## config.mk

```make
export PLATFORM = sky130hd
export DESIGN_NAME = yutorina_bus_arbiter
export DESIGN_NICKNAME = d
export VERILOG_FILES = /design/src/rtl/yutorina_bus_arbiter_pkg.sv /design/src/rtl/yutorina_bus_rr_pick.sv /design/src/rtl/yutorina_bus_arbiter.sv
export SDC_FILE = /design/constraint.sdc
export NUM_CORES = 1
export LEC_CHECK = 0
export BUFFER_PORTS_ARGS = -buffer_cell sky130_fd_sc_hd__buf_2
export CORE_MARGIN = 2
export CORE_UTILIZATION = 55
export CTS_BUF_LIST = sky130_fd_sc_hd__clkbuf_16
export DETAILED_ROUTE_END_ITERATION = 6
export GPL_ROUTABILITY_DRIVEN = 1
export PLACE_DENSITY_LB_ADDON = 0.1
export SLEW_MARGIN = 30
export SYNTH_ARGS = -nofsm -noshare
export SYNTH_HDL_FRONTEND = slang
export SYNTH_SLANG_ARGS = --single-unit
```

## constraint.sdc

```tcl
create_clock -name clk -period 6.9 [get_ports clk]
set_clock_uncertainty 0.05 [all_clocks]
set_input_delay 0 -clock clk [delete_from_list [all_inputs] [get_ports clk]]
set_output_delay 0 -clock clk [all_outputs]
set_load 0.01 [all_outputs]
```

## src/rtl/yutorina_bus_arbiter_pkg.sv

```systemverilog
// Shared bus arbitration types: master count, owner index, arbiter states and turn counter.
package yutorina_bus_arbiter_pkg;

    localparam int BUS_MASTER_CH = 4;

    typedef logic [1:0] bus_owner_t;
    typedef logic [1:0] turn_cnt_t;

    typedef enum logic [1:0] {
        ARB_STATE_PARK = 2'd0,
        ARB_STATE_OWN  = 2'd1,
        ARB_STATE_TURN = 2'd2
    } arb_state_t;

    // Active-low grant vector with only the selected master's bit low.
    function automatic logic [BUS_MASTER_CH-1:0] grant_onecold(input bus_owner_t idx);
        logic [BUS_MASTER_CH-1:0] g;
        g = '1;
        g[idx] = 1'b0;
        return g;
    endfunction

endpackage

```

## src/rtl/yutorina_bus_rr_pick.sv

```systemverilog
// Round-robin search: first requesting master after the current owner, owner itself excluded.
module yutorina_bus_rr_pick
    import yutorina_bus_arbiter_pkg::*;
(
    input  logic [BUS_MASTER_CH-1:0] m_req_,
    input  bus_owner_t               owner,
    output bus_owner_t               next,
    output logic                     pending
);

    bus_owner_t cand_idx [BUS_MASTER_CH-1];
    logic [BUS_MASTER_CH-2:0] cand_hit;

    genvar gi;
    generate
        for (gi = 0; gi < BUS_MASTER_CH - 1; gi++) begin : g_cand
            assign cand_idx[gi] = owner + 2'(gi + 1);
            assign cand_hit[gi] = ~m_req_[cand_idx[gi]];
        end
    endgenerate

    // Walk from the farthest candidate down so the nearest hit wins.
    always_comb begin
        next    = owner;
        pending = |cand_hit;
        for (int i = BUS_MASTER_CH - 2; i >= 0; i--) begin
            if (cand_hit[i]) begin
                next = cand_idx[i];
            end
        end
    end

endmodule

```

## src/rtl/yutorina_bus_arbiter.sv

```systemverilog
// Four-master round-robin bus arbiter with grant parking and a programmable turnaround gap.
module yutorina_bus_arbiter
    import yutorina_bus_arbiter_pkg::*;
#(
    parameter int TURN_CYCLES = 1
) (
    input  logic                     clk,
    input  logic                     rst,
    input  logic [BUS_MASTER_CH-1:0] m_req_,
    output logic [BUS_MASTER_CH-1:0] m_grnt_,
    output logic [1:0]               owner,
    output logic                     bus_idle
);

    localparam turn_cnt_t TURN_LOAD = (TURN_CYCLES > 0) ? turn_cnt_t'(TURN_CYCLES - 1) : '0;

    arb_state_t               state_reg;
    bus_owner_t               owner_reg;
    logic [BUS_MASTER_CH-1:0] grnt_reg;
    logic                     idle_reg;
    turn_cnt_t                cnt_reg;

    bus_owner_t next_owner;
    logic       others_pending;
    logic       owner_req;
    logic       do_handover;

    yutorina_bus_rr_pick u_pick (
        .m_req_  (m_req_),
        .owner   (owner_reg),
        .next    (next_owner),
        .pending (others_pending)
    );

    assign owner_req = ~m_req_[owner_reg];

    // Both PARK and OWN hand the bus over as soon as the owner is not asking and someone else is.
    assign do_handover = (state_reg != ARB_STATE_TURN) && !owner_req && others_pending;

    always_ff @(posedge clk) begin
        if (rst) begin
            state_reg <= ARB_STATE_PARK;
            owner_reg <= '0;
            grnt_reg  <= grant_onecold(2'd0);
            idle_reg  <= 1'b1;
            cnt_reg   <= '0;
        end else if (do_handover) begin
            owner_reg <= next_owner;
            idle_reg  <= 1'b0;
            if (TURN_CYCLES == 0) begin
                state_reg <= ARB_STATE_OWN;
                grnt_reg  <= grant_onecold(next_owner);
            end else begin
                state_reg <= ARB_STATE_TURN;
                grnt_reg  <= '1;
                cnt_reg   <= TURN_LOAD;
            end
        end else begin
            case (state_reg)
                ARB_STATE_PARK: begin
                    if (owner_req) begin
                        state_reg <= ARB_STATE_OWN;
                        idle_reg  <= 1'b0;
                    end
                end
                ARB_STATE_OWN: begin
                    if (!owner_req) begin
                        state_reg <= ARB_STATE_PARK;
                        idle_reg  <= 1'b1;
                    end
                end
                ARB_STATE_TURN: begin
                    // Target was latched on entry; it is granted even if it has since withdrawn.
                    if (cnt_reg == '0) begin
                        state_reg <= ARB_STATE_OWN;
                        grnt_reg  <= grant_onecold(owner_reg);
                        idle_reg  <= 1'b0;
                    end else begin
                        cnt_reg <= cnt_reg - 1'b1;
                    end
                end
                default: begin
                    state_reg <= ARB_STATE_PARK;
                    owner_reg <= '0;
                    grnt_reg  <= grant_onecold(2'd0);
                    idle_reg  <= 1'b1;
                    cnt_reg   <= '0;
                end
            endcase
        end
    end

    assign m_grnt_  = grnt_reg;
    assign owner    = owner_reg;
    assign bus_idle = idle_reg;

    a_one_grant: assert property (@(posedge clk) disable iff (rst) $countones(~grnt_reg) <= 1);

endmodule

```

==> out/results.tsv <==
metric	value	unit
yosysWarnings	0	
powerDensity	422	nW/µm²
intPower	0.256	mW
synth_edf_count	0	
switchingPower	0.182	mW
crit_arrival	2690	ps
setup_viol	0	
dp_hpwl	1.48	mm
startpoint_type	flip-flop	
synthDistinctLibCells	45	
fin_crit_sh	37.6	%
p_clk_share	24.0	%
dp.cells	130	
cts_buffers	3	
synth_top_family_by_area	compound AO/OA/AOI/OAI gates	
syn_area	928	µm²
synth_top_flop_cell	dfxtp_1	
fin_area	1040	µm²
drc	0	
synth_most_common_cell	dfxtp_1	
required	6990	ps
hold_viol	0	
leakagePower	0.425	nW
cts_tree	yes	
power_frac_seq	28.1	%
grt_max_degree	18	
dieHeight	45.1	µm
crit_type	flip-flop to flip-flop	
post-cts-setup-buffers	0	
path_clk_slew	40	ps
hp-class	input port to flip-flop	
grt_pass1_vias	786	
ys_ff_latch	11	
dr.pass1.iters	4	
end_kind	flip-flop	
synthCells	111	
min_period	2600	ps
cts_sinks	11	
syn_avg_cell_area	8.36	µm²
gp_congestion	0.908	
start_util	60.2	%
drv_cap	0	
worst_pin_slew	558	ps
largest_reg_flops	4	
finalPower	0.437	mW
synth_fa_ha_area_share	6.74	%
ir_worst_vdd	269	µV
ys_top_cells_by_count	11 x dfxtp_1, 8 x inv_1, 8 x nand2_1, 8 x nor2_1	
slew_headroom	62.7	%
synth_top_cell_area_share	23.7	%
fin_cells	134	
synthArstFlopShare	0	%
rsz0062_at_grt	false	
fmax	385	MHz
die_w	45.1	µm
coreArea	1540	µm²
dpl-instance-area	957	µm²
drive_gt1_share	17.8	%
ys_top_cells_by_area	dfxtp_1 24%, ha_1 6.7%, mux4_1 5.7%	
antenna_found_initial	0	
cts_root_buf	clkbuf_16	
final_nets	130	
grt_overflow	0	
vias	886	
syn_to_final_growth	11.6	%
die_area	2030	µm²
yosysTopAreaCell	dfxtp_1	
drtIter0Drc	25	
wire_per_inst	15.9	µm
synthSimpleGateAreaFrac	22.2	%
synth.mux.area_fraction	9.16	%
ioPinCount	13	
cts_resized	0	
n_antenna_cell	0	
grt_use_total	23.0	%
finalMaxSlewViolations	0	
synth_compound_area_share	29.4	%
swShare	41.5	%
htree_levels	1	
synthesis.nets	122	
clock_path_buffers	2	
run_status	finished, final reports clean	
rows	14	
grt_pass1_wl	3.41	mm
wl	2.14	mm
clk_latency	240	ps
ant_nets	0	
comb_power_share	47.9	%
crit_fanout	17	
ctsHoldBuffers	0	
viasPerCell	6.61	
synth-xor-area-share	0	%
io_buffers	12	
hold_ws	17.7	ps
yosysSeqAreaShare	23.7	%
fin_setup_tns	0	ps
## placed cells by master, fill, tap and decap left out, types with 4 or more instances in the layout
cell	count
dfxtp_1	11
nand3_1	5
ha_1	5
inv_1	9
nor2b_1	4
buf_2	12
o21ai_0	4
nand2_1	8
nor2_1	8
a21oi_1	4
a31oi_1	4
## per-layer routing
layer,part of all wire (%),up-vias,global-route usage [%]
met5,0,-,0
met2,49,14,37.4
li1,-,433,-
met4,0.66,0,5.29
met3,3.2,5,6.00
met1,48,434,30.6
## area by class of cell
class	instances	area, µm²
Clock buffer	3	75.1
Inverter	8	30.0
Tap cell	16	20.0
Multi-Input combinational cell	83	627
Timing Repair Buffer	12	60.1
Fill cell	131	505
Sequential cell	11	220
Clock inverter	1	3.75
## through the flow
stage	setup WS (ps)	utilization, %
global placement	4470	62.1
floorplan	4530	-
CTS	4370	67.2
global route	4180	67.2
finish	4300	67.2
detailed placement	4380	62.1
## power groups by stage
stage	sequential [mW]	clock, mW	combinational, mW
CTS	0.121	0.106	0.208
global route	0.126	0.109	0.231
finish	0.123	0.105	0.210
floorplan	0.101	0	0.183
global placement	0.120	0	0.201
detailed placement	0.122	0	0.205
## logic make-up after synthesis
group / count (synthesis)
compound gates: 34
fa+ha+maj: 5
buf+inv: 17
flops: 11
mux: 4
simple gates: 40
## final timing paths
kind | from | end | slack [ps] | cells after the start
min | rst | state_reg[1] | 20 | 2
min reg2reg | m_grnt_[2] | m_grnt_[2] | 430 | 2
max reg2reg | owner[0] | owner[0] | 4300 | 6
max | owner[0] | owner[0] | 4300 | 6
## worst max-delay path: stages (launching register included)
cell,delay [ps]
dfxtp_1,660
inv_1,230
ha_1,440
mux4_1,630
a211oi_1,250
nand4_1,150
o41ai_2,80
Power figures use the tool's default switching activity.
